$ cat src/rtl/solar_tracker_2axis.sv
// Two-axis light-balancing sun tracker. Each axis (N-S, E-W) runs its own
// hysteresis FSM with settle delay and run timeout; an optional interlock
// keeps at most one motor running at a time.

module solar_tracker_axis #(
    parameter int W          = 8,
    parameter int TH_START   = 10,
    parameter int TH_STOP    = 2,
    parameter int MAX_RUN    = 255,
    parameter int SETTLE_CYC = 16
) (
    input  logic         clk,
    input  logic         rst,
    input  logic         en,
    input  logic         fault_clr,
    input  logic         start_ok,   // interlock permission to leave IDLE
    input  logic [W-1:0] p,
    input  logic [W-1:0] q,
    output logic         want,       // would leave IDLE this cycle if permitted
    output logic         moving,
    output logic         mv_p,
    output logic         mv_q,
    output logic         active,
    output logic         flt
);
    typedef enum logic [2:0] {IDLE, MOVE_P, MOVE_Q, SETTLE, FAULT} state_t;

    localparam int CMAX = (MAX_RUN > SETTLE_CYC) ? MAX_RUN : SETTLE_CYC;
    localparam int CW   = $clog2(CMAX + 1);
    localparam logic [W:0]    TS       = (W+1)'(TH_START);
    localparam logic [W:0]    TP       = (W+1)'(TH_STOP);
    localparam logic [CW-1:0] RUN_LAST = CW'(MAX_RUN - 1);
    localparam logic [CW-1:0] SET_LAST = CW'(SETTLE_CYC - 1);

    state_t        state, state_n;
    logic [CW-1:0] cnt, cnt_n;

    // One extra bit so reading + threshold can never wrap.
    logic [W:0] pe, qe;
    logic       p_start, q_start, bal;
    assign pe      = {1'b0, p};
    assign qe      = {1'b0, q};
    assign p_start = pe > qe + TS;
    assign q_start = qe > pe + TS;
    assign bal     = (state == MOVE_P) ? (pe <= qe + TP) : (qe <= pe + TP);

    assign want   = (state == IDLE) && en && (p_start || q_start);
    assign mv_p   = (state == MOVE_P);
    assign mv_q   = (state == MOVE_Q);
    assign moving = mv_p || mv_q;
    assign active = (state != IDLE);
    assign flt    = (state == FAULT);

    // State and shared run/settle counter register.
    always_ff @(posedge clk) begin
        if (rst) begin
            state <= IDLE;
            cnt   <= '0;
        end else begin
            state <= state_n;
            cnt   <= cnt_n;
        end
    end

    // Next-state: balance is checked before the timeout so a move that
    // balances on its last allowed cycle settles rather than faults.
    always_comb begin
        state_n = state;
        cnt_n   = cnt;
        case (state)
            IDLE: begin
                if (want && start_ok) begin
                    state_n = p_start ? MOVE_P : MOVE_Q;
                    cnt_n   = '0;
                end
            end
            MOVE_P, MOVE_Q: begin
                if (!en)                   state_n = IDLE;
                else if (bal) begin
                    state_n = SETTLE;
                    cnt_n   = '0;
                end
                else if (cnt == RUN_LAST)  state_n = FAULT;
                else                       cnt_n   = cnt + 1'b1;
            end
            SETTLE: begin
                if (!en || cnt == SET_LAST) state_n = IDLE;
                else                        cnt_n   = cnt + 1'b1;
            end
            FAULT: begin
                if (fault_clr) state_n = IDLE;
            end
            default: state_n = IDLE;
        endcase
    end
endmodule

module solar_tracker_2axis #(
    parameter int W          = 8,
    parameter int TH_START   = 10,
    parameter int TH_STOP    = 2,
    parameter int MAX_RUN    = 255,
    parameter int SETTLE_CYC = 16,
    parameter int EXCL       = 1
) (
    input  logic         clk,
    input  logic         rst,
    input  logic         en,
    input  logic         fault_clr,
    input  logic [W-1:0] lsn,
    input  logic [W-1:0] lse,
    input  logic [W-1:0] lss,
    input  logic [W-1:0] lsw,
    output logic         mn,
    output logic         me,
    output logic         ms,
    output logic         mw,
    output logic         busy,
    output logic [1:0]   fault
);
    // Index 0 = N-S axis, index 1 = E-W axis.
    logic [1:0][W-1:0] p, q;
    logic [1:0] want, moving, mv_p, mv_q, active, flt, start_ok;
    logic       ok_ns, ok_ew;

    assign p = {lse, lsn};
    assign q = {lsw, lss};

    // Interlock: N-S has priority on a simultaneous start; E-W waits while
    // N-S is moving or starting. SETTLE/FAULT of the other axis never block.
    generate
        if (EXCL != 0) begin : g_excl
            assign ok_ns = !moving[1];
            assign ok_ew = !moving[0] && !(want[0] && ok_ns);
        end else begin : g_free
            assign ok_ns = 1'b1;
            assign ok_ew = 1'b1;
        end
    endgenerate
    assign start_ok = {ok_ew, ok_ns};

    genvar g;
    generate
        for (g = 0; g < 2; g++) begin : g_ax
            solar_tracker_axis #(
                .W(W), .TH_START(TH_START), .TH_STOP(TH_STOP),
                .MAX_RUN(MAX_RUN), .SETTLE_CYC(SETTLE_CYC)
            ) u_ax (
                .clk(clk), .rst(rst), .en(en), .fault_clr(fault_clr),
                .start_ok(start_ok[g]), .p(p[g]), .q(q[g]),
                .want(want[g]), .moving(moving[g]), .mv_p(mv_p[g]),
                .mv_q(mv_q[g]), .active(active[g]), .flt(flt[g])
            );
        end
    endgenerate

    assign mn    = mv_p[0];
    assign ms    = mv_q[0];
    assign me    = mv_p[1];
    assign mw    = mv_q[1];
    assign busy  = |active;
    assign fault = flt;
endmodule
$ cat config.mk
export PLATFORM = sky130hd
export DESIGN_NAME = solar_tracker_2axis
export DESIGN_NICKNAME = d
export VERILOG_FILES = /design/src/rtl/solar_tracker_2axis.sv
export SDC_FILE = /design/constraint.sdc
export NUM_CORES = 1
export LEC_CHECK = 0
export ABC_CLOCK_PERIOD_IN_PS = 4200
export BUFFER_PORTS_ARGS = -buffer_cell sky130_fd_sc_hd__buf_2
export CORE_ASPECT_RATIO = 0.8
export CORE_MARGIN = 2
export CORE_UTILIZATION = 43
export DETAILED_ROUTE_END_ITERATION = 16
export PLACE_DENSITY_LB_ADDON = 0.08
export RECOVER_POWER = 25
export SYNTH_ARGS = -nofsm -noshare
export SYNTH_HDL_FRONTEND = slang
export SYNTH_SLANG_ARGS = --single-unit
export TNS_END_PERCENT = 1
$ cat constraint.sdc
create_clock -name clk -period 4.2 [get_ports clk]
set_input_delay 0.63 -clock clk [delete_from_list [all_inputs] [get_ports clk]]
set_output_delay 0.63 -clock clk [all_outputs]
set_load 0.005 [all_outputs]
Word level (Yosys, flattened, before mapping)
Index checks and enable logic that the tools add are counted.
Widths: inputs -> output; s select.
- $add $sub $neg: 10
- multiply operators: 0
- div/mod/pow operators: 0
- $lt $le $gt $ge: 8
- equality and inequality tests: 26
- shift operators: 0
- mux-type cells: 29
- bitwise logic cells: 0
- reductions and logical operators: 30
- operator list (kind ; number):
    $mux 8 ; 10
    $pmux 8 s3 ; 2
    $add 8x2->9 const B ; 4
    $add 8x4->9 const B ; 4
    $gt 8x9->1 ; 4
    $le 8x9->1 ; 4
    $mux 3 ; 11
    $pmux 3 s4 ; 2
    $add 8x1->8 const B ; 2
    $eq 8x4->1 const B ; 2
    $eq 8x8->1 const B ; 2
    $ne 2x2->1 const B ; 8
    $eq 3x2->1 const B ; 4
    $reduce_bool 3->1 ; 4
    $reduce_and 5->1 ; 2
    $ne 4x2->1 const B ; 2
    $reduce_and 4->1 ; 2
    $logic_and 1x1->1 ; 7
    $eq 3x1->1 const B ; 2
    $eq 3x3->1 const B ; 2
    $logic_not 3->1 ; 2
    $logic_or 1x1->1 ; 6
    $ne 3x2->1 const B ; 2
    $reduce_or 2->1 ; 3
    other kinds (4) ; 10
- register bits: 22
- latch bits: 0
- bits in writable memories: 0
- bits in read-only memories: 0
- bits of input ports: 36
- output and inout bits: 7
- logic and storage cells: 107
- memories kept: 0

Depth between registers and ports, before layout
Gate-level depths: netlist of run 1.
- depth after elaboration: 10
- gate-level depth with buffers: 13
- gate-level depth less buffers: 12

Hierarchy
From an unflattened synthesis of run 1, not the netlist that was laid out.
- cells, all modules: 435
- area, all modules: 3398.3 um^2
- modules (own cells, without submodules) (module ; times used ; cells an instance ; area an instance (um^2) ; sequential area each (um^2)):
    solar_tracker_axis (g_ax[0].u_ax) ; 1 ; 211 ; 1699.1 ; 220.2
    solar_tracker_axis (g_ax[1].u_ax) ; 1 ; 221 ; 1684.1 ; 220.2
    solar_tracker_2axis ; 1 ; 3 ; 15.0 ; 0.0

Worst setup path before layout of run 1
OpenSTA, ideal clock, no wires.
- path kind: input-to-reg
- start: input lsn[4]
- end: register g_ax[0].u_ax.cnt[6]
- setup time: 80 ps
- arrival time: 3176 ps
- required time: 4120 ps
- slack: 945 ps
- stages: 13
- cell sequence: clkbuf_1 -> and3_1 -> o21ai_0 -> xor2_1 -> ha_1 -> nand3_1 -> nor2_1 -> a2111oi_0 -> a2bb2oi_2 -> o31a_1 -> buf_6 -> or4_4 -> a211oi_2
- longest elaborated chain between the ends: 7
- elaborated cells on any way between the ends: 16
- classes of those cells: add/sub (2); order compare (4); eq/ne (2); mux (4); reduce/logical (4)
- RTL lines (item ; line ; text):
    start: declaration ; 110 ; input logic [W-1:0] lsn,
    $add 8x4->9 ; 44 ; assign q_start = qe > pe + TS;
    $gt 8x9->1 ; 44 ;
    $logic_or 1x1->1 ; 47 ; assign want = (state == IDLE) && en && (p_start || q_start);
    $logic_and 1x1->1 ; 47 ;
    $logic_and 1x1->1 ; 72 ; if (want && start_ok) begin
    $ne 2x2->1 (no source line) ; n/a ;
    $reduce_and 5->1 (no source line) ; n/a ;
    end signal: assignment ; 61 ; cnt <= cnt_n;
    end: declaration ; 36 ; logic [CW-1:0] cnt, cnt_n;
Parallel ways exist; a longest one is shown, timed or not. The select of a mux whose other input is x is not followed.
A chain may end at the register's enable or synchronous reset.

Worst setup path after layout of run 1
- start: input lss[1]
- end: register g_ax[0].u_ax.cnt[3]
- longest elaborated chain between the ends: 7
- elaborated cells on any way between the ends: 16
- classes of those cells: add/sub (2); order compare (4); eq/ne (2); mux (4); reduce/logical (4)
- RTL lines (item ; line ; text):
    start: declaration ; 112 ; input logic [W-1:0] lss,
    $add 8x4->9 ; 43 ; assign p_start = pe > qe + TS;
    $gt 8x9->1 ; 43 ;
    $logic_or 1x1->1 ; 47 ;
    $logic_and 1x1->1 ; 47 ;
    $logic_and 1x1->1 ; 72 ;
    $ne 2x2->1 (no source line) ; n/a ;
    $reduce_and 5->1 (no source line) ; n/a ;
Parallel ways exist; a longest one is shown, timed or not. The select of a mux whose other input is x is not followed.

==> flow_summary_export.csv, run 1 <==
group,metric,value,unit
synth,avgSynthCellArea,7.53,um2
layout,final_nets,583,
route,dr.pass1.iters,5,
grt,grt.total_usage,21.4,%
layout,seq_area,440,um2
grt,grt_max_degree,25,
timing,period_share,83.0,%
power_and_ir_drop,pwr-share-comb,64.4,%
power_and_ir_drop,switching_share,49.6,%
timing,relSlewSlack,54.3,%
layout,final_cells,595,
power_and_ir_drop,p_seq_share,24.0,%
timing,slew_violations,0,
run_status,status,"finished clean",
setup_path,r2r_setup_slack,1.79,ns
timing,worst_pin_slew,0.678,ns
setup_path,crit_path_max_incr_delay,0.64,ns
timing,clock_skew,0.00142,ns
hold_path,holdPathEnd,"g_ax[0].u_ax.cnt[5]",
placement,place_inst,592,
clock_network,root_buffer,"clkbuf_8",
layout,drive_gt1_share,11.1,%
clock_network,clock-sinks,22,
synth,synth.largest_area_cell,"ha_1",
setup_path,worstPathRequired,4.32,ns
timing,fmax,0.287,GHz
die,start_util,43.8,%
setup_path,crit_path_frequent_cell,"ha_1",
synth,syn-num-nets,550,
layout,n_fill_cell,810,
timing,fin_tns_setup,0,ns
job,drv_cap,0,
setup_path,cp_slowest_cell,"or4b_2",
clock_network,clk_transition_reported_paths,0.08,ns
die,io_pins,43,
setup_path,arrival,3.61,ns
grt,grt_pass1_wl,15800,um
grt,antenna_found_initial,0,
setup_path,critPathKind,"primary input to flip-flop",
placement,portBuffers,42,
power_and_ir_drop,p_switching,569,uW
setup_path,cp-start-kind,"primary input",
grt,globalRouteOverflowTotal,0,
die,dieArea,0.00872,mm2
synth,synthDistinctLibCells,55,
setup_path,setup.worst_path.end_class,"flip-flop",
timing,rsz0062_at_grt,"no",
grt,grt_pass1_vias,3175,
layout,multi_input_area,0.00284,mm2
setup_path,r2r-start,"g_ax[0].u_ax.state[0]",
layout,final_cell_mix,"58 x ha_1, 38 x nor2_1, 37 x buf_2",
die,rows,29,
synth,synth_top_area_share,21.1,%
timing,post-route-min-period,3.48,ns
clock_network,cts_buffer_depth,2,
layout,antenna_cells,0,
route,via_per_inst,5.89,
power_and_ir_drop,p_leak,1.58,nW
hold_path,min_path_cells,2,
synth,syn_inst,456,
synth,synthTopCellsByArea,"ha_1 21%, dfxtp_1 13%, xor2_1 6.9%, nand3_1 5.0%, o21ai_0 4.4%",
clock_network,postCtsHoldBufs,0,
clock_network,cts_resized,0,
route,wirelength,9390,um
route,drc,0,
die,fp.dieH,83.9,um
timing,setup_viol,0,
layout,final_common_cell,"ha_1",
route,ant_nets,0,
die,die_w,104,um
placement,place_hpwl,7450,um
placement,gp_congestion,0.896,
clock_network,cts_buffers,3,
power_and_ir_drop,clockPowerShare,11.6,%
synth,synth-async-reset-ratio,0,%
power_and_ir_drop,ir_drop,213,uV
clock_network,ctsHtreeMaxLevel,1,
route,vias,3503,
synth,synth_ff_type,"dfxtp_1",
die,core_area,0.00784,mm2
power_and_ir_drop,powerDensity,306,mW/mm2
synth,yosys_warnings,0,
route,drt_iter0_drc,159,
hold_path,min_from,"g_ax[0].u_ax.cnt[5]",
clock_network,cts_tree,"done",
synth,syn-cell-area,0.00343,mm2
clock_network,post_cts_buffers,0,
route,post_drt_wl_per_cell,15.8,um
clock_network,clk_latency,0.26,ns
layout,synthToLayoutAreaGrowth,9.11,%
synth,synth_edf_count,0,
synth,ys_seq_area_share,12.8,%
power_and_ir_drop,p_int,579,uW
synth,yosys_register_bits,22,
hold_path,hp-class,"flip-flop to flip-flop",
setup_path,r2r_cells,7,
setup_path,path_cells,"buf_2 > ha_1 > o21ai_0 > xor2_1 > ha_1 > nand3_1 > nor3_1 > a211oi_4 > a2bb2oi_2 > or4b_2 > a21oi_1 > a211oi_1",
setup_path,rr_endpoint,"g_ax[0].u_ax.state[1]",
timing,hold_viol_final,0,
setup_path,cp_max_fo,6,
## power by group through the flow
stage	combinational (mW)	clock (mW)	sequential (mW)
floorplan	0.566	0	0.252
global placement	0.727	0	0.279
detailed placement	0.734	0	0.280
CTS	0.739	0.139	0.275
global route	0.835	0.149	0.280
finish	0.739	0.133	0.276
## cell usage after synthesis, drive strengths merged (4+ instances only)
library cell / instances
a211oi: 12
a21o: 10
a21oi: 27
a221oi: 7
and3: 12
buf: 6
clkbuf: 9
dfxtp: 22
ha: 58
inv: 22
nand2: 30
nand3: 34
nand3b: 4
nand4: 14
nor2: 39
nor2b: 4
nor3: 9
nor4: 8
o21ai: 30
o31ai: 8
or3: 7
or4: 10
xnor2: 11
xor2: 27
## per-layer routing
layer | global-route usage [%] | wire length (um) | up-vias | share of wire (%)
li1 | - | - | 1791 | -
met1 | 33.3 | 4950 | 1629 | 53
met2 | 33.0 | 4050 | 81 | 43
met3 | 0.859 | 363 | 2 | 3.9
met4 | 3.44 | 23 | 0 | 0.24
met5 | 0 | 0 | - | 0
## sequential cells by signal (all words and copies together), names as in the netlist
signal / cells
g_ax.u_ax.cnt: 16
g_ax.u_ax.state: 6
## kinds of logic (layout without fill, tap and decap cells)
family | Yosys count | in the layout | share of synthesized area (%)
AND/OR/NAND/NOR | 184 | 184 | 28.2
AO/OA/AOI/OAI | 115 | 115 | 23.0
adder cells (fa/ha/maj) | 59 | 59 | 21.4
XOR/XNOR | 38 | 38 | 9.69
buffers and inverters | 37 | 68 | 4.59
flip-flops | 22 | 22 | 12.8
multiplexers | 1 | 1 | 0.291
## final cells by class
type	count	area share (%)
clock buffer	3	1.10
tap	108	3.61
sequential	22	11.8
timing repair buffer	43	5.64
multi-input combinational	397	75.7
inverter	22	2.20
## stage by stage
step	cell area [um2]	setup WS, ns	total power [mW]	hold WS, ns	util [%]
finish	3750	0.715	1.15	0.508	47.8
floorplan	3430	0.945	0.818	0.468	-
global placement	3710	0.537	1.01	0.485	47.4
global route	3750	0.516	1.26	0.527	47.8
detailed placement	3710	0.437	1.01	0.496	47.4
CTS	3750	0.717	1.15	0.510	47.9
## worst max-delay path: cells and delay by family
family	cells	cell delay, ns
xor gates and xnor gates	1	0.19
adders and majority gates	2	0.52
buffers and inverters	1	0.13
AOI/OAI and AO/OA	5	1.19
and+or+nand+nor	3	0.92
## how the worst max path moves through the flow
stage | start | end | cells after the start
finish | lss[1] | g_ax[0].u_ax.cnt[3] | 12
floorplan | lsn[4] | g_ax[0].u_ax.cnt[6] | 13
detailed placement | lss[1] | g_ax[0].u_ax.cnt[3] | 12
global route | lsn[1] | g_ax[1].u_ax.cnt[2] | 12
CTS | lss[1] | g_ax[0].u_ax.cnt[3] | 12
global placement | lss[1] | g_ax[0].u_ax.cnt[2] | 12
Power figures use the tool's default switching activity.
==> run 2, diff against run 1 <==
ABC_CLOCK_PERIOD_IN_PS = 3200   (was 4200)
clock period = 3.2 ns   (was 4.2 ns; I/O delays follow)
==> flow_summary_export.csv, run 2 (same netlist as run 1, synthesis figures left out) <==
group,metric,value,unit
power_and_ir_drop,pwr-share-comb,67.0,%
timing,slew_violations,0,
power_and_ir_drop,clockPowerShare,11.0,%
timing,rsz0062_at_grt,"yes",
setup_path,cp.depth,12,
clock_network,clk_latency,0.26,ns
setup_path,crit_buf_inv,1,
setup_path,arrival,3.19,ns
power_and_ir_drop,p_seq_share,22.1,%
route,drt_iter0_drc,118,
grt,globalRouteOverflowTotal,0,
power_and_ir_drop,p_switching,757,uW
setup_path,cp-endpoint,"g_ax[1].u_ax.state[0]",
route,wirelength,9480,um
route,via_per_inst,5.79,
grt,antenna_found_initial,0,
die,fp.dieH,83.9,um
power_and_ir_drop,switching_share,46.8,%
setup_path,cp_slowest_cell,"or4_1",
timing,setup_viol,0,
hold_path,hp-class,"flip-flop to flip-flop",
clock_network,postCtsHoldBufs,0,
run_status,status,"finished clean",
clock_network,cts_resized,0,
clock_network,clk_transition_reported_paths,0.08,ns
die,rows,29,
route,dr_wl_met2,4060,um
clock_network,root_buffer,"clkbuf_8",
die,start_util,43.8,%
setup_path,crit_family,"simple AND/OR/NAND/NOR gates",
route,dr.pass1.iters,5,
setup_path,critPathKind,"primary input to flip-flop",
clock_network,ctsHtreeMaxLevel,1,
route,post_drt_wl_per_cell,14.9,um
layout,largest-register,"g_ax.u_ax.cnt",
setup_path,rr_endpoint,"g_ax[0].u_ax.cnt[3]",
route,drc,0,
job,drv_cap,0,
setup_path,r2r_cells,8,
placement,gp_congestion,0.851,
power_and_ir_drop,ir_drop,282,uV
timing,hold_viol_final,0,
route,route.met3.wl,427,um
die,io_pins,43,
layout,drive_gt1_share,18.6,%
setup_path,worstPathRequired,3.37,ns
die,die_w,104,um
setup_path,path_cells,"buf_2 > ha_1 > and3_1 > xnor2_1 > ha_1 > nand4_1 > a21oi_1 > or4_1 > nand3_1 > a21oi_1 > a2111o_1 > a221oi_1",
layout,antenna_cells,0,
route,top_layer_used,"met4",
placement,place_hpwl,7610,um
setup_path,crit_path_max_incr_delay,0.55,ns
clock_network,cts_buffer_depth,2,
die,dieArea,0.00872,mm2
route,ant_nets,0,
die,core_area,0.00784,mm2
setup_path,cp-start-kind,"primary input",
power_and_ir_drop,p_int,862,uW
setup_path,setup.worst_path.end_class,"flip-flop",
layout,synthToLayoutAreaGrowth,18.7,%
clock_network,cts_tree,"done",
grt,grt_pass1_vias,3405,
layout,final_util,52.0,%
layout,largest_register_ffs,16,
clock_network,clock-sinks,22,
grt,grt_max_degree,25,
timing,relSlewSlack,62.3,%
clock_network,post_cts_buffers,0,
grt,grt_pass1_wl,16200,um
route,vias,3683,
timing,clock_skew,0.00493,ns
layout,final_cell_mix,"57 x ha_1, 41 x buf_4, 38 x nor2_1",
setup_path,cp_max_fo,4,
timing,timing.hold.ws,0.511,ns
power_and_ir_drop,p_leak,1.78,nW
placement,portBuffers,42,
timing,post-route-min-period,3.01,ns
clock_network,cts_buffers,3,
grt,grt.total_usage,22.0,%
setup_path,r2r_setup_slack,0.68,ns
setup_path,r2r-start,"g_ax[0].u_ax.state[0]",
layout,top_regs,"g_ax.u_ax.cnt x16, g_ax.u_ax.state x6",
setup_path,cp-startpoint,"lse[2]",
route,wl_met1,4950,um
timing,worst_pin_slew,0.561,ns
power_and_ir_drop,powerDensity,397,mW/mm2
layout,final_nets,624,
timing,period_share,94.1,%
layout,final_common_cell,"ha_1",
timing,fmax,0.332,GHz
==> run 2: changes by cell type in the layout (fill, tap and decap cells not counted) <==
cell / previous run / this run
a2111oi_0: 1 / 0
a2111oi_2: 0 / 1
buf_12: 0 / 1
buf_4: 1 / 41
ha_1: 58 / 57
ha_2: 0 / 1
o21ai_0: 30 / 27
o21ai_1: 0 / 3
o31a_1: 3 / 2
o31a_2: 0 / 1
==> run 2: metrics by stage <==
stage                     TNS (ns)  instance area (um2)  power (mW)  instances  setup WS (ns)
after floorplan                  0                 3430        1.07        456         0.0947
after CTS                        0                 4070        1.62        636         0.0772
after detailed placement     -1.49                 4030        1.43        633         -0.180
after global routing       -0.0178                 4080        1.77        636        -0.0178
final                            0                 4080        1.62        636          0.188
after global placement      -0.744                 4030        1.44        633         -0.122
==> run 2: power groups by stage <==
stage	clock network (mW)	logic (mW)	registers (mW)
after global routing	0.192	1.22	0.364
after global placement	0	1.07	0.363
after floorplan	0	0.743	0.331
after detailed placement	0	1.07	0.362
final	0.177	1.08	0.357
after CTS	0.183	1.08	0.356
==> run 2: cell type report <==
class,count,area (um2)
fillers,785,3760
multi-input cells,397,2850
repair buffers,84,532
flip-flops and latches,22,440
well taps,108,135
inverters,22,82.6
clock buffers,3,41.3
==> run 2: worst min-delay path by stage <==
stage               slack [ns]                start                  end  cells past startpoint
floorplan                 0.47  g_ax[1].u_ax.cnt[1]  g_ax[1].u_ax.cnt[1]                      2
global placement          0.49  g_ax[1].u_ax.cnt[1]  g_ax[1].u_ax.cnt[1]                      2
detailed placement        0.49  g_ax[0].u_ax.cnt[5]  g_ax[0].u_ax.cnt[5]                      2
CTS                       0.51  g_ax[0].u_ax.cnt[5]  g_ax[0].u_ax.cnt[5]                      2
global route              0.54  g_ax[1].u_ax.cnt[1]  g_ax[1].u_ax.cnt[1]                      2
finish                    0.51  g_ax[0].u_ax.cnt[5]  g_ax[0].u_ax.cnt[5]                      2
==> run 2: per-layer routing <==
metal  GRT usage [%]  vias to the layer above
met5               0                        -
met4            4.18                        0
met3            1.17                        4
met2            34.0                       89
met1            33.7                     1710
li1                -                     1880
==> run 2: tightest hold or removal path: stages (launching register included) <==
cell and delay [ns]:
dfxtp_1 0.34, o31ai_1 0.07, a211oi_1 0.06
